### config.mk
export PLATFORM = sky130hd
export DESIGN_NAME = fir_tap_sequencer
export DESIGN_NICKNAME = d
export VERILOG_FILES = /design/src/rtl/fir_pkg.sv /design/src/rtl/fir_delay_line.sv /design/src/rtl/fir_tap_sequencer.sv
export SDC_FILE = /design/constraint.sdc
export NUM_CORES = 1
export LEC_CHECK = 0
export CORE_MARGIN = 3
export CORE_UTILIZATION = 63
export DETAILED_ROUTE_END_ITERATION = 16
export PLACE_DENSITY = 0.86
export SETUP_SLACK_MARGIN = 0.4
export SLEW_MARGIN = 20
export SYNTH_ARGS = -nofsm -noshare
export SYNTH_HDL_FRONTEND = slang
export SYNTH_HIERARCHICAL = 1
export SYNTH_SLANG_ARGS = --single-unit
export TNS_END_PERCENT = 50
### constraint.sdc
create_clock -name clk -period 8.05 [get_ports clk]
set_input_delay 1.61 -clock clk [delete_from_list [all_inputs] [get_ports clk]]
set_output_delay 1.61 -clock clk [all_outputs]
set_load 0.01 [all_outputs]
### src/rtl/fir_pkg.sv
// fir_pkg: shared widths and FSM state encoding for the FIR front end.
package fir_pkg;
  localparam int DATA_W = 21;
  localparam int ACC_W = 25;
  localparam int TAPS = 8;
  localparam int TAP_IDX_W = $clog2(TAPS);
  typedef enum logic [1:0] {IDLE, RUN, DRAIN} state_t;
endpackage

### src/rtl/fir_delay_line.sv
// fir_delay_line: circular sample buffer read relative to the newest entry.
module fir_delay_line
  import fir_pkg::*;
(
  input  logic                 clk,
  input  logic                 reset,
  input  logic                 i_we,
  input  logic [DATA_W-1:0]    i_wdata,
  input  logic [TAP_IDX_W-1:0] i_idx,
  output logic [DATA_W-1:0]    o_rdata
);
  logic [DATA_W-1:0]    r_delay [TAPS];
  logic [TAP_IDX_W-1:0] r_wr_ptr;
  logic [TAP_IDX_W-1:0] r_newest;
  logic [TAP_IDX_W-1:0] w_rd_ptr;
  always_ff @(posedge clk) begin
    if (reset) begin
      for (int i = 0; i < TAPS; i++) r_delay[i] <= '0;
      r_wr_ptr <= '0;
      r_newest <= '0;
    end else if (i_we) begin
      r_delay[r_wr_ptr] <= i_wdata;
      r_newest          <= r_wr_ptr;
      r_wr_ptr          <= r_wr_ptr + 1'b1;
    end
  end
  // TAPS is a power of two, so index width truncation gives the modulo
  assign w_rd_ptr = r_newest - i_idx;
  assign o_rdata  = r_delay[w_rd_ptr];
endmodule

### src/rtl/fir_tap_sequencer.sv
// fir_tap_sequencer: streams sample/coefficient pairs to the MAC and captures its result.
module fir_tap_sequencer
  import fir_pkg::*;
(
  input  logic                 clk,
  input  logic                 reset,
  input  logic [DATA_W-1:0]    sample_in,
  input  logic                 sample_valid,
  output logic                 sample_ready,
  input  logic                 coef_we,
  input  logic [TAP_IDX_W-1:0] coef_addr,
  input  logic [DATA_W-1:0]    coef_data,
  output logic [DATA_W-1:0]    mac_a,
  output logic [DATA_W-1:0]    mac_b,
  output logic                 mac_clr,
  input  logic [ACC_W-1:0]     acc_in,
  output logic [ACC_W-1:0]     y_out,
  output logic                 y_valid
);
  state_t               r_state;
  logic [TAP_IDX_W-1:0] r_tap_idx;
  logic [DATA_W-1:0]    r_coef [TAPS];
  logic [ACC_W-1:0]     r_y_out;
  logic                 r_y_valid;
  logic                 w_idle;
  logic                 w_run;
  logic                 w_accept;
  logic [DATA_W-1:0]    w_sample;
  assign w_idle   = r_state == IDLE;
  assign w_run    = r_state == RUN;
  assign w_accept = w_idle && sample_valid;
  fir_delay_line u_delay (
    .clk     (clk),
    .reset   (reset),
    .i_we    (w_accept),
    .i_wdata (sample_in),
    .i_idx   (r_tap_idx),
    .o_rdata (w_sample)
  );
  always_ff @(posedge clk) begin
    if (reset) begin
      r_state   <= IDLE;
      r_tap_idx <= '0;
      for (int i = 0; i < TAPS; i++) r_coef[i] <= '0;
      r_y_out   <= '0;
      r_y_valid <= 1'b0;
    end else begin
      r_y_valid <= 1'b0;
      if (w_idle) begin
        if (coef_we) r_coef[coef_addr] <= coef_data;
        if (sample_valid) begin
          r_tap_idx <= '0;
          r_state   <= RUN;
        end
      end else if (w_run) begin
        r_tap_idx <= r_tap_idx + 1'b1;
        if (r_tap_idx == TAP_IDX_W'(TAPS - 1)) r_state <= DRAIN;
      end else begin
        r_y_out   <= acc_in;
        r_y_valid <= 1'b1;
        r_state   <= IDLE;
      end
    end
  end
  assign sample_ready = w_idle;
  assign mac_clr      = !w_run;
  assign mac_a        = w_run ? w_sample : '0;
  assign mac_b        = w_run ? r_coef[r_tap_idx] : '0;
  assign y_out        = r_y_out;
  assign y_valid      = r_y_valid;
endmodule

-- Yosys cells after proc, flatten, opt, wreduce, memory -nomap -nowiden
Memories as Yosys holds them, arrays and structs flattened. A register that Yosys moved wholly into a read port is not among the register bits.
Index checks and enable logic that the tools add are counted.
- add/subtract/negate cells: 3
- multipliers: 0
- divide/modulo/power cells: 0
- order comparisons: 0
- equal/unequal tests: 4
- shift-type cells: 0
- multiplexer cells: 27
- bitwise operators: 2
- reduce and logical (&&, ||, !) cells: 10
- operators with widths (kind ; count):
    $mux 21 ; 4
    $reduce_or 21->1 ; 2
    $mux 3 ; 7
    $mux 1 ; 12
    $mux 2 ; 4
    $add 3x1->3 const B ; 2
    $reduce_and 2->1 ; 3
    $eq 3x3->1 const B ; 1
    $ne 3x2->1 const B ; 1
    $sub 3x3->3 ; 1
    $eq 2x1->1 const B ; 1
    $logic_not 2->1 ; 1
    $ne 2x2->1 const B ; 1
    $not 1->1 ; 2
    $reduce_bool 2->1 ; 1
    $reduce_or 2->1 ; 1
    $logic_and 1x1->1 ; 1
    $logic_not 1->1 ; 1
- bits in registers: 37
- bits in latches: 0
- memory bits (writable): 336
- bits in read-only memories: 0
- output and inout bits: 70
- memories: 2
- memory list (memory ; depth ; width ; rd ports ; clocked after memory_dff ; wr ports ; RTL line ; text):
    r_coef ; 8 ; 21 ; 1 ; 1 ; 8 ; fir_tap_sequencer.sv:22 ; logic [DATA_W-1:0] r_coef [TAPS];
    u_delay.r_delay ; 8 ; 21 ; 1 ; 0 ; 8 ; fir_delay_line.sv:12 ; logic [DATA_W-1:0] r_delay [TAPS];

-- Logic depth before layout (Yosys ltp)
Gate-level depths: netlist of the first run.
- depth in word-level cells: 7
- depth in mapped cells: 9

-- Cells and area by module
Netlist of the first run, hierarchy kept.
- modules (own cells, without submodules) (module ; instances ; cells each ; area an instance (µm²) ; seq. area each (µm²)):
    fir_tap_sequencer ; 1 ; 674 ; 9231.4 ; 5725.5
    fir_delay_line ; 1 ; 512 ; 7926.4 ; 5165.0

-- Worst setup path before layout of the first run
OpenSTA, ideal clock, no wires.
- path kind: register to output
- start point: register r_tap_idx[0]
- end point: output port mac_a[10]
- data arrival time: 2.300 ns
- data required time: 6.440 ns
- path slack: 4.140 ns
- stages on the path, launching flop included: 9
- buffers on the path: 2
- path through: dfxtp_1 -> ha_1 -> inv_1 -> fa_1 -> clkbuf_8 -> clkbuf_1 -> mux4_2 -> mux2_2 -> and2_1
- cells in the longest elaborated chain, start to end: 3
- RTL lines (what ; RTL line ; text):
    start: declaration ; fir_tap_sequencer.sv:21 ; logic [TAP_IDX_W-1:0] r_tap_idx;
    start signal: assignment ; fir_tap_sequencer.sv:56 ; r_tap_idx <= r_tap_idx + 1'b1;
    $sub 3x3->3 ; fir_delay_line.sv:28 ; assign w_rd_ptr = r_newest - i_idx;
    $mem_v2 8x21 ; - ;
    via w_sample[10] ; fir_tap_sequencer.sv:28 ; logic [DATA_W-1:0] w_sample;
    $mux 21 ; fir_tap_sequencer.sv:67 ; assign mac_a = w_run ? w_sample : '0;
    end: declaration ; fir_tap_sequencer.sv:13 ; output logic [DATA_W-1:0] mac_a,
The timed path passes the listed nets, and every way through them passes these cells.

-- Worst setup path after layout of the first run
- start point: register r_tap_idx[0]
- end point: output port mac_a[4]
The elaborated chain is that of the path after synthesis.

==> results of run 1 <==
power by group through the flow:
stage / sequential, mW / clock [mW] / combinational, mW
after floorplan: 2.26 / 0 / 0.263
after global placement: 2.27 / 0 / 0.398
after detailed placement: 2.27 / 0 / 0.408
after CTS: 2.23 / 1.70 / 0.411
after global routing: 2.23 / 1.77 / 0.444
final: 2.23 / 1.68 / 0.418
critical path, cell delays in order, from the launching register on:
cell and delay [ns]:
dfxtp_1 0.38, ha_2 0.18, inv_1 0.05, fa_2 0.92, buf_16 0.25, mux4_1 0.30, mux2_2 0.27, and2_1 0.20
clkdlybuf4s50_1 0.50
final cells by class:
| cell class | instances | area (µm²) | area share |
|---|---|---|---|
| Multi-Input combinational cell | 687 | 5630 | 0.284 |
| Clock inverter | 14 | 118 | 0.00593 |
| Sequential cell | 376 | 10900 | 0.550 |
| Tap cell | 335 | 419 | 0.0211 |
| Clock buffer | 52 | 1050 | 0.0532 |
| Inverter | 26 | 97.6 | 0.00492 |
| Timing Repair Buffer | 163 | 1610 | 0.0812 |
metal layers:
metal	global-route usage	vias to the layer above
li1	-	4673
met1	0.353	5331
met2	0.469	439
met3	0.0425	82
met4	0.0875	2
met5	0	-
layout by cell type, fill, tap and decap left out, drive strengths merged, types with 2 or more instances in the layout:
cell and n:
edfxtp 336, nor3 195, and2 190, clkdlybuf4s50 142
mux2 105, clkbuf 52, o22ai 42, mux4 42
dfxtp 40, nor2 33, clkinv 32, mux2i 29
buf 21, or2 9, o21bai 9, nand2b 6
inv 6, ha 4, nand2 3, nor4 2
a22oi 2, bufinv 2, or3b 2, nand3b 2
a21oi 2, nor2b 2
worst paths after layout:
check / from / end / slack, ns / cells after the start
setup reg to reg: r_state[1] / u_delay/r_delay[4][6] / 4.64 / 7
hold reg to reg: u_delay/r_newest[2] / u_delay/r_newest[2] / 0.48 / 2
setup / recovery: r_tap_idx[0] / mac_a[4] / 2.86 / 8
hold / removal: u_delay/r_newest[2] / u_delay/r_newest[2] / 0.48 / 2
cells by family (layout without fill, tap and decap cells):
kind of cell,count (synthesis),in the layout
AOI/OAI and AO/OA,57,57
xor gates and xnor gates,2,2
adders and majority gates,5,5
buffers and inverters,123,255
DFF,376,376
muxes,176,176
and+or+nand+nor,447,447
flip-flops by register name, indices dropped and copies added, names as in the netlist, named ones only:
register / cells
r_coef: 168
r_state: 2
r_tap_idx: 3
u_delay/r_delay: 168
u_delay/r_newest: 3
u_delay/r_wr_ptr: 3
y_out: 25
y_valid: 1
through the flow:
| stage | instance area, µm² | instances |
|---|---|---|
| floorplan | 17200 | 1186 |
| global placement | 18600 | 1584 |
| detailed placement | 18600 | 1584 |
| CTS | 19800 | 1650 |
| global route | 19800 | 1653 |
| finish | 19800 | 1653 |
cell usage after synthesis, drive strengths merged (2+ instances only):
library cell	instances
buf	44
o22ai	42
a22oi	2
edfxtp	336
nor2b	2
nand3b	2
clkbuf	53
nand2	3
or2	9
ha	4
nand2b	6
or3b	2
nor2	33
a21oi	2
o21bai	9
mux2	105
dfxtp	40
mux2i	29
clkinv	21
mux4	42
nor4	2
nor3	195
inv	5
and2	190
==> flow_summary.ini, run 1 <==
[worst_hold_path]
hold_class = reg -> reg

[die]
core_area_um2 = 26400
die_y_um = 171
dieWidth_um = 171
placementRows = 59
num_io_pins = 144
fp.dieArea_um2 = 29300
initial_core_util = 0.649

[sta]
hold_viol = 0
min_period_over_period = 0.645
skew_ns = 0.0181
slew_violations = 0
period_minus_slack_ns = 5.19
rsz0062_at_grt = no
setup_ws_ns = 2.86
max_freq_mhz = 193
slew-limit-headroom = 0.268
tightest_slew_ns = 1.10
worst_hold_slack_ns = 0.476
setup_viol = 0
fin_setup_tns_ns = 0

[placement]
pre_cts_slack_ns = 3.12
gp_congestion = 0.755
portBuffers = 143
dpl.hpwl_um = 22700

[yosys]
synthXorXnorAreaFrac = 0.00190
yosysUniqueCellTypes = 42
synth-simple-area-share = 0.150
yosys_warnings = 6
synth_compound_area_frac = 0.0217
synthArstFlopShare = 0
synth-edff-count = 336
ys_ff_latch = 376
yosysSeqAreaShare = 0.635
synthMuxAreaShare = 0.147
ys_top_cells_by_area = edfxtp_1, and2_1, nor3_1
syn_nets = 1265
synthCells = 1186
yosysTopAreaCell = edfxtp_1
synth_top_family_by_area = simple AND/OR/NAND/NOR gates
synth.avg_cell_area_um2 = 14.5
post_synth_fa_ha_maj_area_fraction = 0.00408
syn_area_um2 = 17200
yosys_most_used_dff = edfxtp_1
yosys.area.top_type_share = 0.588

[drt]
drtIter0Drc = 998
vias = 10500
drtAntennaViolNets = 0
wl_per_cell_um = 23.9
top_layer_used = met5
routed_via_density = 6.37
wl_um = 39500
met1_length_um = 15400
met3_length_um = 2600
wl_met2_um = 20500
first_pass_iters = 5
drt_drc_violations_left = 0

[pwr]
p_sw_mw = 0.958
clockPowerShare = 0.389
power.density_nw_per_um2 = 218
ir_worst_vdd_uv = 191
pwr-share-comb = 0.096
total_power_mw = 4.33
switching_share = 0.221
intPower_mw = 3.37
seqPwrFrac = 0.515
p_leak_nw = 6.93

[global_route]
grt_max_degree = 89
grt_pass1_wl_um = 60900
grt_pass1_vias = 10900
grt_usage = 0.270
grt-ovfl-total = 0
antenna_found_initial = 1

[critical_path]
required_ns = 6.44
endpoint_kind = output port
critPathMaxFanout = 26
crit_type = reg -> out
crit_arrival_ns = 3.58
crit_path_start_kind = flip-flop

[job]
cap_violations = 0

[cells_and_area]
layout.nets = 1371
filler_cell_count = 1575
diodes = 0
final_util = 0.750
layout-drive-gt1-share = 0.145
syn_to_final_growth_pct = 15.5

[clock_network]
numCtsBuffers = 38
clk_pin_slew_ns = 0.06
cts-root-buf = clkbuf_16
insertion_delay_ns = 0.52
clock-sinks = 376
post-cts-setup-buffers = 0
clockBufferDepth = 3
cts_tree = done
post_cts_resized = 0
cts_hold_buf = 0
htreeDepth = 2

[run_status]
status = finished, final reports clean
(Power assumes the default switching activity.)
==> inputs of run 2 (changes only) <==
--- a/config.mk
+++ b/config.mk
@@ -6,9 +6,9 @@
 export NUM_CORES = 1
 export LEC_CHECK = 0
 export CORE_MARGIN = 3
-export CORE_UTILIZATION = 63
+export CORE_UTILIZATION = 58
 export DETAILED_ROUTE_END_ITERATION = 16
-export PLACE_DENSITY = 0.86
+export PLACE_DENSITY = 0.8
 export SETUP_SLACK_MARGIN = 0.4
 export SLEW_MARGIN = 20
 export SYNTH_ARGS = -nofsm -noshare
==> constraint.sdc (replaced) <==
create_clock -name clk -period 5.15 [get_ports clk]
set_input_delay 1.03 -clock clk [delete_from_list [all_inputs] [get_ports clk]]
set_output_delay 1.03 -clock clk [all_outputs]
set_load 0.01 [all_outputs]
==> flow_summary.ini, run 2 (synthesis results as in run 1) <==
[run_status]
status = finished, final reports clean

[sta]
max_freq_mhz = 219
tightest_slew_ns = 1.05
period_minus_slack_ns = 4.56
skew_ns = 0.0110
hold_viol = 0
slew-limit-headroom = 0.298
slew_violations = 0
setup_viol = 0
fin_setup_tns_ns = 0
min_period_over_period = 0.886
setup_ws_ns = 0.588
rsz0062_at_grt = no

[drt]
wl_per_cell_um = 23.1
vias = 10500
drtAntennaViolNets = 0
drt_drc_violations_left = 0
first_pass_iters = 5
drtIter0Drc = 906
routed_via_density = 6.07
wl_um = 40000

[global_route]
grt-ovfl-total = 0
grt_pass1_wl_um = 61100
grt_max_degree = 82
antenna_found_initial = 0
grt_pass1_vias = 10700
grt_usage = 0.253

[die]
core_area_um2 = 28900
fp.dieArea_um2 = 31700
placementRows = 62
die_y_um = 178
dieWidth_um = 178
num_io_pins = 144
initial_core_util = 0.593

[cells_and_area]
final_cell_mix = edfxtp_1, and2_1, nor3_1
filler_cell_count = 1927
final_common_cell = edfxtp_1
layout.nets = 1396
diodes = 0
syn_to_final_growth_pct = 17.0
layout-drive-gt1-share = 0.153

[critical_path]
crit_type = reg -> out
crit_path_start_kind = flip-flop
crit_arrival_ns = 3.53
endpoint_kind = output port
critPathMaxFanout = 10
required_ns = 4.12

[placement]
pre_cts_slack_ns = 0.842
gp_congestion = 0.784
dpl.hpwl_um = 23100
portBuffers = 143

[pwr]
total_power_mw = 6.81
power.density_nw_per_um2 = 339
switching_share = 0.220
pwr-share-comb = 0.098
p_sw_mw = 1.50
clockPowerShare = 0.390
p_leak_nw = 7.04
seqPwrFrac = 0.512
ir_worst_vdd_uv = 265
intPower_mw = 5.31

[clock_network]
clock-sinks = 376
cts-root-buf = clkbuf_16
numCtsBuffers = 39
insertion_delay_ns = 0.52
htreeDepth = 2
clockBufferDepth = 3
cts_hold_buf = 0
cts_tree = done
clk_pin_slew_ns = 0.06

[worst_hold_path]
hold_class = reg -> reg

[job]
cap_violations = 0
run 2: cell types whose count changed in the layout (fill, tap and decap cells not counted), moves of 5 or more:
cell	before	now
or2_1	3	8
clkinv_2	6	1
buf_4	18	42
or2_2	6	1
clkinv_1	26	31
run 2: what timing repair did:
action | 4_1_cts | 5_1_grt
setup buffers | 1 | 2
setup endpoints to repair | 10 | 7
pin swaps | 1 | 1
resized for setup | 1 | 1
run 2: per-stage QoR:
step / cell area, µm² / hold WS (ns) / utilization / cells
floorplan: 17200 / 0.450 / - / 1186
global placement: 18800 / 0.462 / 0.650 / 1657
detailed placement: 18800 / 0.480 / 0.650 / 1657
CTS: 20000 / 0.495 / 0.692 / 1725
global route: 20100 / 0.522 / 0.694 / 1727
finish: 20100 / 0.498 / 0.694 / 1727
run 2: worst paths after layout:
| path | start | endpoint | slack (ns) | cells past startpoint |
|---|---|---|---|---|
| setup / recovery | r_tap_idx[0] | mac_a[14] | 0.59 | 9 |
| hold / removal | y_out[1] | y_out[1] | 0.50 | 2 |
| setup reg to reg | r_state[1] | r_coef[1][19] | 2.28 | 6 |
| hold reg to reg | y_out[1] | y_out[1] | 0.50 | 2 |
run 2: area by class of cell:
cell class	count	area, µm²	area share
sequential	376	10900	0.543
tap	384	480	0.0239
inverter	26	97.6	0.00486
timing repair buffer	187	1780	0.0885
clock inverter	14	110	0.00549
multi-input combinational	687	5630	0.280
clock buffer	53	1080	0.0539
run 2: worst max-delay path, stage by stage, from the launching register on:
cell and delay (ns):
dfxtp_1 0.43, ha_4 0.16, inv_1 0.05, fa_4 0.87
buf_12 0.15, buf_4 0.14, mux4_2 0.30, mux2_2 0.30
and2_1 0.14, clkdlybuf4s50_1 0.47
run 2: metal layers:
metal | wire length [µm] | global-route usage | vias up
met1 | 15800 | 0.336 | 5295
li1 | - | - | 4687
met3 | 2600 | 0.0355 | 80
met4 | 1040 | 0.0877 | 0
met2 | 20600 | 0.430 | 414
met5 | 0 | 0 | -
run 2: power by group through the flow:
stage               combinational, mW  clock, mW  sequential [mW]
floorplan                       0.411          0             3.53
global placement                0.638          0             3.54
detailed placement              0.651          0             3.55
CTS                             0.662       2.69             3.49
global route                    0.710       2.81             3.50
finish                          0.666       2.66             3.49
